`src/rtl/cic_decimator.sv`:
```
// ---------------------------------------------------------------------------
// cic_decimator
//
// Multi-channel CIC (Hogenauer) decimation filter for 1-bit sigma-delta / PDM
// bitstreams. Each channel runs ORDER cascaded integrators at the input rate.
// Every RATIO = 2**LOG2R accepted samples, the last integrator value is
// decimated into an ORDER-stage comb pipeline. The comb result is then
// scaled, saturated and presented as a signed OUT_W-bit PCM sample. All
// channels share one decimation counter, so a single OUT_VALID pulse frames
// every channel at once. The first ORDER-1 decimated results after reset or
// clear are filter transients and are suppressed.
//
// Parameters
//   CH     number of bitstream channels
//   ORDER  number of integrator / comb stages (1..6)
//   LOG2R  log2 of the decimation ratio
//   OUT_W  output sample width, OUT_W <= ORDER*LOG2R+1
//
// Ports
//   CLK        system clock, rising edge
//   RST        asynchronous reset, active low
//   CLR        synchronous clear, active high, same effect as RST
//   IN_EN      input-sample strobe; IN is consumed only when high
//   IN[CH]     one bitstream bit per channel (1 -> +1, 0 -> -1)
//   OUT        signed PCM samples, channel c at [c*OUT_W +: OUT_W]
//   OUT_VALID  one-cycle pulse marking a new frame on OUT
// ---------------------------------------------------------------------------
module cic_decimator #(
    parameter int CH    = 1,
    parameter int ORDER = 3,
    parameter int LOG2R = 6,
    parameter int OUT_W = 8
) (
    input  logic                CLK,
    input  logic                RST,
    input  logic                CLR,
    input  logic                IN_EN,
    input  logic [CH-1:0]       IN,
    output logic [CH*OUT_W-1:0] OUT,
    output logic                OUT_VALID
);

    // Bit growth of the filter is ORDER*LOG2R; the comb result spans
    // [-2**G, +2**G], which needs G+2 bits including the sign.
    localparam int G     = ORDER * LOG2R;
    localparam int ACC_W = G + 2;
    localparam int SHIFT = G + 1 - OUT_W;
    localparam int WU_W  = (ORDER > 1) ? $clog2(ORDER) : 1;

    localparam logic [WU_W-1:0]         WU_DONE = WU_W'(ORDER - 1);
    localparam logic [LOG2R-1:0]        CNT_ONE = LOG2R'(1);
    localparam logic signed [ACC_W-1:0] ONE_P   = ACC_W'(1);
    localparam logic signed [ACC_W-1:0] ONE_N   = '1;
    localparam logic signed [ACC_W-1:0] SAT_HI  =
        ACC_W'((64'sd1 <<< (OUT_W - 1)) - 64'sd1);
    localparam logic signed [OUT_W-1:0] OUT_MAX = {1'b0, {(OUT_W-1){1'b1}}};

    // Arithmetic shift down to OUT_W bits. Only v = +2**G can exceed the
    // positive range after the shift, so only the upper bound is clamped.
    function automatic logic signed [OUT_W-1:0] scale_sat(
        input logic signed [ACC_W-1:0] v
    );
        logic signed [ACC_W-1:0] s;
        s = v >>> SHIFT;
        if (s > SAT_HI) begin
            return OUT_MAX;
        end
        return OUT_W'(s);
    endfunction

    // Decimation timebase shared by all channels
    logic [LOG2R-1:0]        cnt_q, cnt_d;
    // Integrators, input rate
    logic signed [ACC_W-1:0] integ_q [CH][ORDER];
    logic signed [ACC_W-1:0] integ_d [CH][ORDER];
    // Decimated capture (pipeline stage 0)
    logic signed [ACC_W-1:0] cap_p0_q [CH];
    logic signed [ACC_W-1:0] cap_p0_d [CH];
    logic                    vld_p0_q, vld_p0_d;
    // Comb stages: output register and differential delay per stage
    logic signed [ACC_W-1:0] comb_q [CH][ORDER];
    logic signed [ACC_W-1:0] comb_d [CH][ORDER];
    logic signed [ACC_W-1:0] dly_q  [CH][ORDER];
    logic signed [ACC_W-1:0] dly_d  [CH][ORDER];
    logic [ORDER-1:0]        cvld_q, cvld_d;
    // Warm-up suppression and output register
    logic [WU_W-1:0]         wu_q, wu_d;
    logic [CH*OUT_W-1:0]     out_q, out_d;
    logic                    ovld_q, ovld_d;

    always_comb begin : next_state
        logic signed [ACC_W-1:0] acc;
        logic signed [ACC_W-1:0] feed;
        logic                    tok;

        acc      = '0;
        feed     = '0;
        tok      = 1'b0;
        cnt_d    = cnt_q;
        integ_d  = integ_q;
        cap_p0_d = cap_p0_q;
        vld_p0_d = 1'b0;
        comb_d   = comb_q;
        dly_d    = dly_q;
        cvld_d   = '0;
        wu_d     = wu_q;
        out_d    = out_q;
        ovld_d   = 1'b0;

        // ---- input rate: integrators and decimation capture ----
        if (IN_EN) begin
            cnt_d = cnt_q + CNT_ONE;
            for (int c = 0; c < CH; c++) begin
                // Each stage sees the freshly updated value of the stage
                // before it, so the last integrator includes this sample.
                acc = IN[c] ? ONE_P : ONE_N;
                for (int k = 0; k < ORDER; k++) begin
                    integ_d[c][k] = integ_q[c][k] + acc;
                    acc           = integ_d[c][k];
                end
                if (&cnt_q) begin
                    cap_p0_d[c] = acc;
                end
            end
            vld_p0_d = &cnt_q;
        end

        // ---- decimated rate: comb stages advance on the valid token ----
        for (int c = 0; c < CH; c++) begin
            feed = cap_p0_q[c];
            tok  = vld_p0_q;
            for (int k = 0; k < ORDER; k++) begin
                cvld_d[k] = tok;
                if (tok) begin
                    comb_d[c][k] = feed - dly_q[c][k];
                    dly_d[c][k]  = feed;
                end
                feed = comb_q[c][k];
                tok  = cvld_q[k];
            end
        end

        // ---- output: warm-up gate, scaling and saturation ----
        if (cvld_q[ORDER-1]) begin
            if (wu_q != WU_DONE) begin
                wu_d = wu_q + WU_W'(1);
            end else begin
                for (int c = 0; c < CH; c++) begin
                    out_d[c*OUT_W +: OUT_W] = scale_sat(comb_q[c][ORDER-1]);
                end
                ovld_d = 1'b1;
            end
        end

        // Clear overrides everything, including a sample in the same cycle
        if (CLR) begin
            cnt_d    = '0;
            vld_p0_d = 1'b0;
            cvld_d   = '0;
            wu_d     = '0;
            out_d    = '0;
            ovld_d   = 1'b0;
            for (int c = 0; c < CH; c++) begin
                cap_p0_d[c] = '0;
                for (int k = 0; k < ORDER; k++) begin
                    integ_d[c][k] = '0;
                    comb_d[c][k]  = '0;
                    dly_d[c][k]   = '0;
                end
            end
        end
    end

    always_ff @(posedge CLK or negedge RST) begin
        if (!RST) begin
            cnt_q    <= '0;
            vld_p0_q <= 1'b0;
            cvld_q   <= '0;
            wu_q     <= '0;
            out_q    <= '0;
            ovld_q   <= 1'b0;
            for (int c = 0; c < CH; c++) begin
                cap_p0_q[c] <= '0;
                for (int k = 0; k < ORDER; k++) begin
                    integ_q[c][k] <= '0;
                    comb_q[c][k]  <= '0;
                    dly_q[c][k]   <= '0;
                end
            end
        end else begin
            cnt_q    <= cnt_d;
            vld_p0_q <= vld_p0_d;
            cvld_q   <= cvld_d;
            wu_q     <= wu_d;
            out_q    <= out_d;
            ovld_q   <= ovld_d;
            for (int c = 0; c < CH; c++) begin
                cap_p0_q[c] <= cap_p0_d[c];
                for (int k = 0; k < ORDER; k++) begin
                    integ_q[c][k] <= integ_d[c][k];
                    comb_q[c][k]  <= comb_d[c][k];
                    dly_q[c][k]   <= dly_d[c][k];
                end
            end
        end
    end

    assign OUT       = out_q;
    assign OUT_VALID = ovld_q;

endmodule

```
`config.mk`:
```
export PLATFORM = sky130hd
export DESIGN_NAME = cic_decimator
export DESIGN_NICKNAME = d
export VERILOG_FILES = /design/src/rtl/cic_decimator.sv
export SDC_FILE = /design/constraint.sdc
export NUM_CORES = 1
export LEC_CHECK = 0
export ABC_AREA = 1
export BUFFER_PORTS_ARGS = -buffer_cell sky130_fd_sc_hd__buf_2
export CAP_MARGIN = 0
export CORE_AREA = 4 4 149 151
export DETAILED_ROUTE_END_ITERATION = 8
export DIE_AREA = 0 0 153 155
export GPL_TIMING_DRIVEN = 0
export PLACE_DENSITY = 0.8
export SLEW_MARGIN = 20
export SYNTH_ARGS = -nofsm -noshare
export SYNTH_HDL_FRONTEND = slang
export SYNTH_SLANG_ARGS = --single-unit
```
`constraint.sdc`:
```
create_clock -name CLK -period 4.9 [get_ports CLK]
set_input_delay 0.49 -clock CLK [delete_from_list [all_inputs] [get_ports CLK]]
set_output_delay 0.49 -clock CLK [all_outputs]
set_load 0.005 [all_outputs]
```
==> out/qor.csv, run 1 <==
stage,metric,value,unit
critical_path,Crit Path Class,in -> reg,
critical_path,buffer and inverter count on the worst path,7,
global_route,first-pass GRT wire length,57100,um
die,IO Pins,14,
routing,vias per cell,6.00,
pwr,LEAKAGE,7.33,nW
critical_path,worst-path fanout max,6,
synth,YS warnings,0,
sta,final hold slack,0.292,ns
critical_path,Worst Setup Start Kind,input pin,
die,Die Area,23700,um2
routing,Final Routed Wirelength,35900,um
synth,sequential element share of the synthesized area,0.397,
hold_path,hold path startpoint,IN_EN,
routing,drt drc,0,
die,DIE WIDTH,153,um
cells_and_area,share of cells above drive strength 1,0.117,
critical_path,crit-path most repeated cell,nand2_1,
synth,Yosys reg bits,210,
critical_path,R2R Path End,cap_p0_q[19],
sta,Slew HR,0.449,
routing,Detail Route Antenna Nets,0,
synth,Synth Net Count,1777,
clock_tree,Root Buffer,clkbuf_16,
clock_tree,worst-skew pair later-pin latency,0.53,ns
critical_path,r2r worst-path depth,29,
hold_path,Min-Delay Path Depth,4,
die,core footprint,20800,um2
pwr,Clk pwr share,0.219,
synth,Synth cell types,56,
clock_tree,"CTS clk-pin slew, worst paths",0.06,ns
critical_path,"Req. time, crit path",5.37,ns
synth,Syn Area/Cell,8.02,um2
synth,multiplexer share of the synthesized area,0,
sta,worst slew pin tran,0.820,ns
pwr,register share of total power,0.241,
sta,final clock skew,0.00825,ns
sta,Setup TNS Final,0,ns
die,die height,155,um
routing,WL/cell,17.9,um
clock_tree,H-tree levels,1,
synth,"Top FF cell, synth",dfrtp_1,
clock_tree,CTS Buf Count,24,
synth,post-synthesis cell count,1652,
global_route,"Remaining Overflow, GRT",0,
synth,Post-Synth Simple-Gate Area,0.169,
clock_tree,CTS sink count,210,
routing,vias,12100,
pwr,Max VDD drop,0.000558,V
critical_path,Crit-path slowest cell,or2_2,
sta,Hold Fails Final Rpt,0,
sta,Tcrit/Tclk final,0.983,
routing,drt initial violations,1079,
sta,Final Max Tran Viols,0,
synth,mapped cell area,13200,um2
synth,asr flop ratio synth,1.00,
sta,minimum clock period,4.82,ns
die,Row Count,53,
critical_path,CP Capture Type,flip-flop,
status,run status,"finished, final reports clean",
pwr,Power Internal,4.92,mW
critical_path,top cell family by delay on the critical path,compound AO/OA/AOI/OAI gates,
cells_and_area,ANT cells,0,
cells_and_area,post-layout util,0.733,
synth,Post-synth EDFFs,0,
placed_design,Port Buffer Count,13,
placed_design,routability cong.,0.957,
synth,main combinational cell family by area after synthesis,compound AO/OA/AOI/OAI gates,
cells_and_area,Area growth syn-to-layout,15.3,%
global_route,pin count of the biggest net entering global routing,101,
clock_tree,CTS tree,done,
critical_path,CP peak stage delay,0.34,ns
synth,Synth area leader,dfrtp_1,
sta,setup violators final,0,
sta,Peak Freq,0.208,GHz
placed_design,post-DP HPWL,25200,um
global_route,antenna violations before repair,0,
synth,post-synth top area share,0.397,
cells_and_area,fillcell total,1571,
synth,"top cells by area, synth","dfrtp_1 (40%), ha_1 (11%), nand2_1 (8.9%)",
synth,Post-Synth XOR/XNOR Area,0.0264,
job,# Max-Cap Violations,0,
global_route,All-Layer GR Usage,0.289,
pwr,Logic pwr share,0.540,
pwr,switching share of power,0.442,
die,Initial Util,0.636,
critical_path,worst reg2reg startpoint,integ_q[44],
hold_path,WHS Endpoint,cnt_q[2],
hold_path,Hold WC Path Type,in -> reg,
synth,Synth Area in Adders,0.116,
pwr,PwrDens,578,nW/um2
cells_and_area,nets,1843,
clock_tree,Clock Tree Buf Depth,3,
critical_path,CP arrival,5.29,ns
pwr,switching pwr,3.90,mW
routing,DR pass1 iterations,5,
global_route,vias in the first global route,11800,
critical_path,flop2flop setup slack,0.10,ns
synth,Compound-Gate Fraction of Synth Area,0.214,
-- repair_timing --
item,CTS,global route
pin swaps,1,22
gates resized for setup,17,71
gates cloned,1,0
hold buffers,1,0
buffers inserted,5,18
setup endpoints to repair,14,17
hold endpoints to repair,55,0
-- Yosys cell counts (3+ instances only) --
| cell | instances |
|---|---|
| a211oi_1 | 5 |
| a21boi_0 | 3 |
| a21o_1 | 6 |
| a21oi_1 | 142 |
| a21oi_2 | 9 |
| a22o_1 | 23 |
| a31oi_1 | 5 |
| and2_1 | 10 |
| buf_1 | 3 |
| buf_2 | 6 |
| clkbuf_1 | 27 |
| dfrtp_1 | 210 |
| fa_1 | 5 |
| ha_1 | 115 |
| inv_1 | 231 |
| nand2_1 | 314 |
| nand2_2 | 3 |
| nand3_1 | 60 |
| nand3_2 | 6 |
| nand4_1 | 19 |
| nor2_1 | 75 |
| nor2_2 | 4 |
| nor3_1 | 14 |
| nor3_2 | 4 |
| nor4_1 | 3 |
| o211ai_1 | 5 |
| o21a_1 | 3 |
| o21ai_0 | 188 |
| o21ai_1 | 13 |
| o21ai_2 | 6 |
| o21bai_1 | 8 |
| o22ai_1 | 53 |
| o31ai_1 | 9 |
| xnor2_1 | 22 |
| xor2_1 | 16 |
-- kinds of logic after synthesis --
logic type,after synthesis
buffers and inverters,270
DFF,210
adders and majority gates,120
AOI/OAI and AO/OA,492
xor gates and xnor gates,39
and+or+nand+nor,521
-- state kept, by name, indices dropped and copies added, names as in the netlist --
| name | count |
|---|---|
| OUT | 8 |
| OUT_VALID | 1 |
| cap_p0_q | 20 |
| cnt_q | 6 |
| comb_q | 40 |
| cvld_q | 3 |
| dly_q | 60 |
| integ_q | 60 |
| next_state.feed | 9 |
| vld_p0_q | 1 |
| wu_q | 2 |
-- per-layer routing --
| layer | part of all wire | up-vias | GRT usage |
|---|---|---|---|
| met2 | 0.49 | 441 | 0.507 |
| met1 | 0.41 | 5706 | 0.365 |
| li1 | - | 5781 | - |
| met4 | 0.050 | 0 | 0.128 |
| met3 | 0.048 | 131 | 0.0317 |
| met5 | 0 | - | 0 |
-- worst max-delay path by stage --
stage	slack [ns]	start	cells after the start	endpoint
6_report	0.08	IN	30	cap_p0_q[19]
2_1_floorplan	0.23	IN	25	integ_q[18]
5_1_grt	-0.15	IN	31	integ_q[17]
3_3_place_gp	-0.94	IN	30	integ_q[19]
4_1_cts	-0.002	IN	31	cap_p0_q[19]
3_5_place_dp	-1.01	IN	27	cap_p0_q[19]
-- worst reg2reg max path, delay by kind of cell, from the launching register on --
family | cells | cell delay (ns)
buffers and inverters | 4 | 0.34
AOI/OAI and AO/OA | 7 | 1.13
and+or+nand+nor | 13 | 1.47
adders and majority gates | 3 | 0.90
DFF | 1 | 0.39
xor gates and xnor gates | 2 | 0.51
-- cell type report --
cell class | count | area [um2] | area share
multi-input combinational | 1172 | 7460 | 0.489
sequential | 210 | 5260 | 0.344
inverter | 234 | 882 | 0.0578
clock buffer | 30 | 663 | 0.0434
tap | 275 | 344 | 0.0225
timing repair buffer | 39 | 315 | 0.0207
clock inverter | 14 | 194 | 0.0127
buffer | 36 | 143 | 0.00934
timing repair inverter | 1 | 7.51 | 0.000492
-- per-stage QoR --
step	power, mW	cells	instance area [um2]	worst slack (ns)
6_report	8.82	2011	15300	0.0820
4_1_cts	8.07	1993	14700	-0.00225
5_1_grt	9.40	2011	15300	-0.147
3_5_place_dp	6.01	1942	13700	-1.01
3_3_place_gp	5.90	1940	13700	-0.939
2_1_floorplan	5.08	1652	13200	0.233
-- placed cells by master, fill, tap and decap left out, types with 9 or more instances in the layout --
cell type / count
a21oi_1: 131
a21oi_2: 19
a22o_1: 23
and2_1: 9
buf_2: 17
buf_4: 24
clkbuf_1: 29
clkbuf_16: 24
dfrtp_1: 210
ha_1: 93
ha_4: 16
inv_1: 228
nand2_1: 308
nand2_2: 9
nand3_1: 59
nand4_1: 19
nor2_1: 72
nor3_1: 12
o21ai_0: 184
o21ai_1: 13
o21ai_2: 9
o22ai_1: 53
xnor2_1: 15
xor2_1: 11
-- power groups by stage --
| stage | registers, mW | clock network (mW) | logic [mW] |
|---|---|---|---|
| 2_1_floorplan | 2.08 | 0 | 3.00 |
| 3_3_place_gp | 2.12 | 0 | 3.79 |
| 3_5_place_dp | 2.12 | 0 | 3.88 |
| 4_1_cts | 2.10 | 1.95 | 4.02 |
| 5_1_grt | 2.15 | 2.02 | 5.23 |
| 6_report | 2.13 | 1.93 | 4.76 |
Power figures use the tool's default switching activity.
==> inputs of run 2 (changes only) <==
--- a/config.mk
+++ b/config.mk
@@ -8,11 +8,13 @@
 export ABC_AREA = 1
 export BUFFER_PORTS_ARGS = -buffer_cell sky130_fd_sc_hd__buf_2
 export CAP_MARGIN = 0
-export CORE_AREA = 4 4 149 151
+export CORE_AREA = 2 2 147 149
+export CTS_BUF_LIST = sky130_fd_sc_hd__clkbuf_4 sky130_fd_sc_hd__clkbuf_8 sky130_fd_sc_hd__clkbuf_16
 export DETAILED_ROUTE_END_ITERATION = 8
-export DIE_AREA = 0 0 153 155
+export DIE_AREA = 0 0 149 151
 export GPL_TIMING_DRIVEN = 0
 export PLACE_DENSITY = 0.8
+export SETUP_SLACK_MARGIN = 0.15
 export SLEW_MARGIN = 20
 export SYNTH_ARGS = -nofsm -noshare
 export SYNTH_HDL_FRONTEND = slang
==> out/qor.csv, run 2 (synthesis results as in run 1) <==
stage,metric,value,unit
placed_design,dpl cell area,13700,um2
sta,Peak Freq,0.208,GHz
routing,drt initial violations,974,
global_route,All-Layer GR Usage,0.307,
cells_and_area,post-route cell area,15400,um2
global_route,"Remaining Overflow, GRT",0,
routing,drt drc,0,
die,die height,151,um
sta,worst slew pin tran,0.776,ns
status,run status,"finished, final reports clean",
cells_and_area,share of cells above drive strength 1,0.128,
job,# Max-Cap Violations,0,
placed_design,pre-CTS WS,-1.09,ns
die,core footprint,20800,um2
sta,final clock skew,0.0117,ns
placed_design,DP Cell Count,1942,
sta,Final Max Tran Viols,0,
sta,Setup TNS Final,0,ns
clock_tree,CTS sink count,210,
die,DIE WIDTH,149,um
global_route,first-pass GRT wire length,55800,um
global_route,vias in the first global route,11500,
routing,Detail Route Antenna Nets,0,
clock_tree,Clock Tree Buf Depth,3,
critical_path,CP arrival,5.26,ns
critical_path,top cell family by delay on the critical path,simple AND/OR/NAND/NOR gates,
critical_path,Crit-path slowest cell,dfrtp_1,
die,Row Count,53,
critical_path,Crit Path Class,reg -> reg,
routing,DR pass1 iterations,6,
critical_path,CP peak stage delay,0.40,ns
die,Initial Util,0.636,
die,Die Area,22500,um2
pwr,Max VDD drop,0.000675,V
critical_path,buffer and inverter count on the worst path,4,
critical_path,Worst Setup Start Kind,flip-flop,
clock_tree,Root Buffer,clkbuf_16,
sta,Hold Fails Final Rpt,0,
placed_design,post-DP HPWL,25000,um
pwr,register share of total power,0.237,
placed_design,Port Buffer Count,13,
pwr,PwrDens,585,nW/um2
critical_path,CP Capture Type,flip-flop,
sta,Tcrit/Tclk final,0.983,
pwr,switching share of power,0.445,
cells_and_area,nets,1849,
placed_design,routability cong.,0.966,
pwr,Logic pwr share,0.562,
routing,vias per cell,6.02,
pwr,switching pwr,4.00,mW
cells_and_area,post-route insts no fill,2013,
pwr,LEAKAGE,7.35,nW
critical_path,worst-path fanout max,5,
sta,minimum clock period,4.82,ns
clock_tree,worst-skew pair later-pin latency,0.53,ns
critical_path,"Req. time, crit path",5.35,ns
global_route,antenna violations before repair,0,
cells_and_area,ANT cells,0,
clock_tree,CTS tree,done,
clock_tree,"CTS clk-pin slew, worst paths",0.06,ns
routing,Final Routed Wirelength,36100,um
cells_and_area,"commonest cells after routing, fill and taps aside","nand2_1 (307), inv_1 (226), dfrtp_1 (210)",
sta,setup ws final,0.0848,ns
routing,WL/cell,17.9,um
sta,Slew HR,0.479,
cells_and_area,largest registers,"dly_q: 60 flops, integ_q: 60 flops, comb_q: 40 flops",
routing,vias,12100,
global_route,pin count of the biggest net entering global routing,94,
cells_and_area,Area growth syn-to-layout,16.1,%
hold_path,Hold WC Path Type,in -> reg,
cells_and_area,"commonest non-fill, non-tap cell in the layout",nand2_1,
sta,setup violators final,0,
clock_tree,CTS Buf Count,24,
critical_path,crit-path most repeated cell,nand2_1,
clock_tree,H-tree levels,1,
die,IO Pins,14,
pwr,Power Internal,4.99,mW
pwr,Clk pwr share,0.201,
## run 2: worst paths after layout
path                       slack (ns)                 from             endpoint  cells after the start
min in group asynchronous        0.50                  RST            dly_q[23]                      2
max                              0.08          integ_q[46]          integ_q[17]                     26
max reg2reg                      0.08          integ_q[46]          integ_q[17]                     26
max in group asynchronous        3.55                  RST          integ_q[42]                      3
min                              0.30                IN_EN             cnt_q[2]                      4
min reg2reg                      0.47  next_state.feed[13]  next_state.feed[13]                      2
## run 2: repair_timing
item | 4_1_cts | 5_1_grt
hold endpoints to repair | 60 | 0
resized for setup | 24 | 90
setup endpoints to repair | 18 | 18
gates cloned | 1 | 0
pin swaps | 5 | 36
hold buffers | 1 | 0
buffers inserted | 5 | 24
## run 2: worst reg2reg max path: stages, from the launching register on
cell	delay [ns]
dfrtp_1	0.40
ha_4	0.26
a21oi_1	0.19
nand2_1	0.13
or2_4	0.29
nand2_1	0.10
nand3_2	0.10
xnor2_2	0.23
inv_2	0.08
ha_4	0.31
nand2_1	0.10
nor2_2	0.14
inv_1	0.10
o21ai_4	0.18
buf_4	0.14
a21oi_2	0.06
xnor2_1	0.28
ha_1	0.36
a21oi_1	0.25
o21ai_0	0.18
a21oi_2	0.16
inv_1	0.10
nand3_1	0.12
nand2_1	0.08
nand2_1	0.09
nand3_1	0.13
o21ai_1	0.18
## run 2: final cells by class
type | count | area (um2)
Clock inverter | 6 | 93.8
Inverter | 234 | 882
Sequential cell | 210 | 5260
Multi-Input combinational cell | 1172 | 7580
Fill cell | 1520 | 5440
Clock buffer | 34 | 701
Timing Repair Buffer | 45 | 377
Timing Repair inverter | 1 | 7.51
Tap cell | 275 | 344
Buffer | 36 | 143
## run 2: metrics by stage
step                      utilization  hold slack, ns  power (mW)
after floorplan                     -           0.194        5.08
after global placement          0.656           0.460        5.90
after detailed placement        0.659           0.458        5.99
after CTS                       0.704           0.282        8.00
after global routing            0.739           0.304        9.54
final                           0.739           0.296        8.99
## run 2: power groups by stage
stage / registers [mW] / logic, mW / clock network (mW)
4_1_cts: 2.09 / 4.08 / 1.83
5_1_grt: 2.14 / 5.50 / 1.89
3_5_place_dp: 2.12 / 3.87 / 0
6_report: 2.13 / 5.05 / 1.81
3_3_place_gp: 2.12 / 3.79 / 0
2_1_floorplan: 2.08 / 3.00 / 0
## run 2: routing by layer
layer,share of wire,vias up,routed length [um],track usage
li1,-,5786,-,-
met1,0.41,5722,14900,0.391
met2,0.49,478,17700,0.538
met3,0.054,123,1960,0.0343
met4,0.043,0,1560,0.121
met5,0,-,0,0
==> inputs of run 3 (changes only) <==
--- a/config.mk
+++ b/config.mk
@@ -6,12 +6,12 @@
 export NUM_CORES = 1
 export LEC_CHECK = 0
 export ABC_AREA = 1
-export BUFFER_PORTS_ARGS = -buffer_cell sky130_fd_sc_hd__buf_2
 export CAP_MARGIN = 0
-export CORE_AREA = 2 2 147 149
+export CORE_AREA = 2 2 146 148
 export CTS_BUF_LIST = sky130_fd_sc_hd__clkbuf_4 sky130_fd_sc_hd__clkbuf_8 sky130_fd_sc_hd__clkbuf_16
 export DETAILED_ROUTE_END_ITERATION = 8
-export DIE_AREA = 0 0 149 151
+export DIE_AREA = 0 0 148 150
+export DONT_BUFFER_PORTS = 1
 export GPL_TIMING_DRIVEN = 0
 export PLACE_DENSITY = 0.8
 export SETUP_SLACK_MARGIN = 0.15
==> out/qor.csv, run 3 (synthesis results as in run 1) <==
stage,metric,value,unit
status,run status,"complete, but fails checks",
status,failing checks,negative hold slack,
job,# Max-Cap Violations,0,
global_route,"Remaining Overflow, GRT",0,
sta,Final Max Tran Viols,0,
cells_and_area,"commonest cells after routing, fill and taps aside","nand2_1 (308), inv_1 (225), dfrtp_1 (210)",
routing,DR pass1 iterations,7,
routing,drt initial violations,902,
placed_design,dpl cell area,13600,um2
sta,final clock skew,0.0139,ns
global_route,first-pass GRT wire length,56600,um
hold_path,Hold WC Path Type,in -> async,
clock_tree,Clock Tree Buf Depth,3,
die,Initial Util,0.640,
clock_tree,CTS sink count,210,
critical_path,top cell family by delay on the critical path,compound AO/OA/AOI/OAI gates,
critical_path,Crit. Startpoint,integ_q[46],
sta,final hold slack,-0.338,ns
cells_and_area,"commonest non-fill, non-tap cell in the layout",nand2_1,
routing,vias,12100,
routing,WL/cell,18.4,um
global_route,pin count of the biggest net entering global routing,211,
clock_tree,CTS tree,done,
clock_tree,Root Buffer,clkbuf_16,
sta,worst slew pin tran,0.793,ns
sta,Peak Freq,0.206,GHz
die,Die Area,22200,um2
placed_design,post-DP HPWL,25000,um
sta,Hold Fails Final Rpt,210,
critical_path,Crit Path Class,reg -> reg,
cells_and_area,largest registers,"dly_q: 60 flops, integ_q: 60 flops, comb_q: 40 flops",
clock_tree,H-tree levels,1,
critical_path,CP Capture Type,flip-flop,
sta,setup ws final,0.0353,ns
sta,setup violators final,0,
cells_and_area,post-route insts no fill,2001,
critical_path,"Req. time, crit path",5.36,ns
global_route,vias in the first global route,11700,
cells_and_area,fillcell total,1512,
sta,Tcrit/Tclk final,0.993,
placed_design,pre-CTS WS,-0.927,ns
cells_and_area,post-route cell area,15400,um2
critical_path,worst-path fanout max,6,
die,DIE WIDTH,148,um
critical_path,worst reg2reg startpoint,integ_q[46],
cells_and_area,post-layout util,0.744,
critical_path,Crit-path slowest cell,dfrtp_1,
die,IO Pins,14,
pwr,PwrDens,604,nW/um2
pwr,Max VDD drop,0.000645,V
clock_tree,worst-skew pair later-pin latency,0.53,ns
routing,Final Routed Wirelength,36800,um
sta,minimum clock period,4.86,ns
critical_path,CP peak stage delay,0.42,ns
sta,Setup TNS Final,0,ns
routing,drt drc,0,
clock_tree,CTS Buf Count,24,
cells_and_area,share of cells above drive strength 1,0.125,
critical_path,Worst Setup Start Kind,flip-flop,
cells_and_area,Area growth syn-to-layout,16.2,%
die,core footprint,20700,um2
critical_path,crit-path most repeated cell,nand2_1,
cells_and_area,ANT cells,0,
pwr,LEAKAGE,7.31,nW
sta,unrepaired setup endpoints after global routing,yes,
die,die height,150,um
placed_design,Port Buffer Count,0,
placed_design,routability cong.,0.971,
critical_path,CP arrival,5.33,ns
cells_and_area,nets,1833,
routing,vias per cell,6.06,
die,Row Count,53,
routing,Detail Route Antenna Nets,0,
sta,Slew HR,0.467,
global_route,All-Layer GR Usage,0.316,
global_route,antenna violations before repair,0,
clock_tree,"CTS clk-pin slew, worst paths",0.06,ns
placed_design,DP Cell Count,1927,
critical_path,buffer and inverter count on the worst path,4,
-- run 3: area by class of cell --
| type | instances | area, um2 | area share |
|---|---|---|---|
| Multi-Input combinational cell | 1172 | 7640 | 0.497 |
| Sequential cell | 210 | 5260 | 0.342 |
| Inverter | 234 | 882 | 0.0573 |
| Clock buffer | 30 | 671 | 0.0436 |
| Tap cell | 275 | 344 | 0.0224 |
| Timing Repair Buffer | 30 | 229 | 0.0149 |
| Clock inverter | 14 | 221 | 0.0144 |
| Buffer | 36 | 143 | 0.00927 |
-- run 3: where the power goes --
part	internal (mW)	switching [mW]	total (mW)
registers	1.95	0.186	2.13
clock network	1.24	0.761	2.00
logic	2.01	3.15	5.16
total	5.20	4.10	9.29
-- run 3: worst paths after layout --
path                                       end  slack, ns  cells after the start
setup reg to reg                  cap_p0_q[19]       0.04                     27
hold reg to reg            next_state.feed[15]       0.48                      2
hold / removal                        dly_q[4]      -0.34                      0
min in group CLK                      cnt_q[2]       0.22                      3
setup / recovery                  cap_p0_q[19]       0.04                     27
max in group asynchronous          integ_q[28]       5.03                      0
-- run 3: per-layer routing --
metal  vias to the layer above  wire [um]  GRT usage
met5                         -          0          0
met4                         0       2020      0.134
met3                       164       1940     0.0360
met2                       460      17900      0.546
met1                      5751      15000      0.405
li1                       5758          -          -
-- run 3: repair_timing --
action,CTS,global route
buffers inserted,12,18
cloned,0,0
resized for setup,26,100
pin swaps,5,29
hold endpoints to repair,210,210
setup endpoints to repair,13,18
-- run 3: worst reg2reg max path, stage by stage, from the launching register on --
cell     delay [ns]
dfrtp_1        0.42
ha_4           0.26
a21oi_1        0.18
nand2_1        0.11
or2_2          0.33
nand2_1        0.08
nand3_1        0.12
xnor2_2        0.20
inv_1          0.11
ha_4           0.32
nand2_1        0.08
nor2_2         0.16
inv_1          0.09
o21ai_4        0.28
a21oi_2        0.13
o21ai_2        0.15
xor2_1         0.26
inv_1          0.13
ha_4           0.27
a21oi_4        0.18
o31ai_1        0.09
a21oi_1        0.17
nand2_1        0.11
a31oi_4        0.23
inv_1          0.06
nand3_1        0.10
nand4_1        0.10
nand2_1        0.07
-- run 3: metrics by stage --
stage               hold slack, ns  total power, mW
detailed placement           0.203             5.97
floorplan                    0.194             5.08
global route                -0.359             9.83
global placement             0.201             5.87
finish                      -0.338             9.29
CTS                         -0.352             8.26
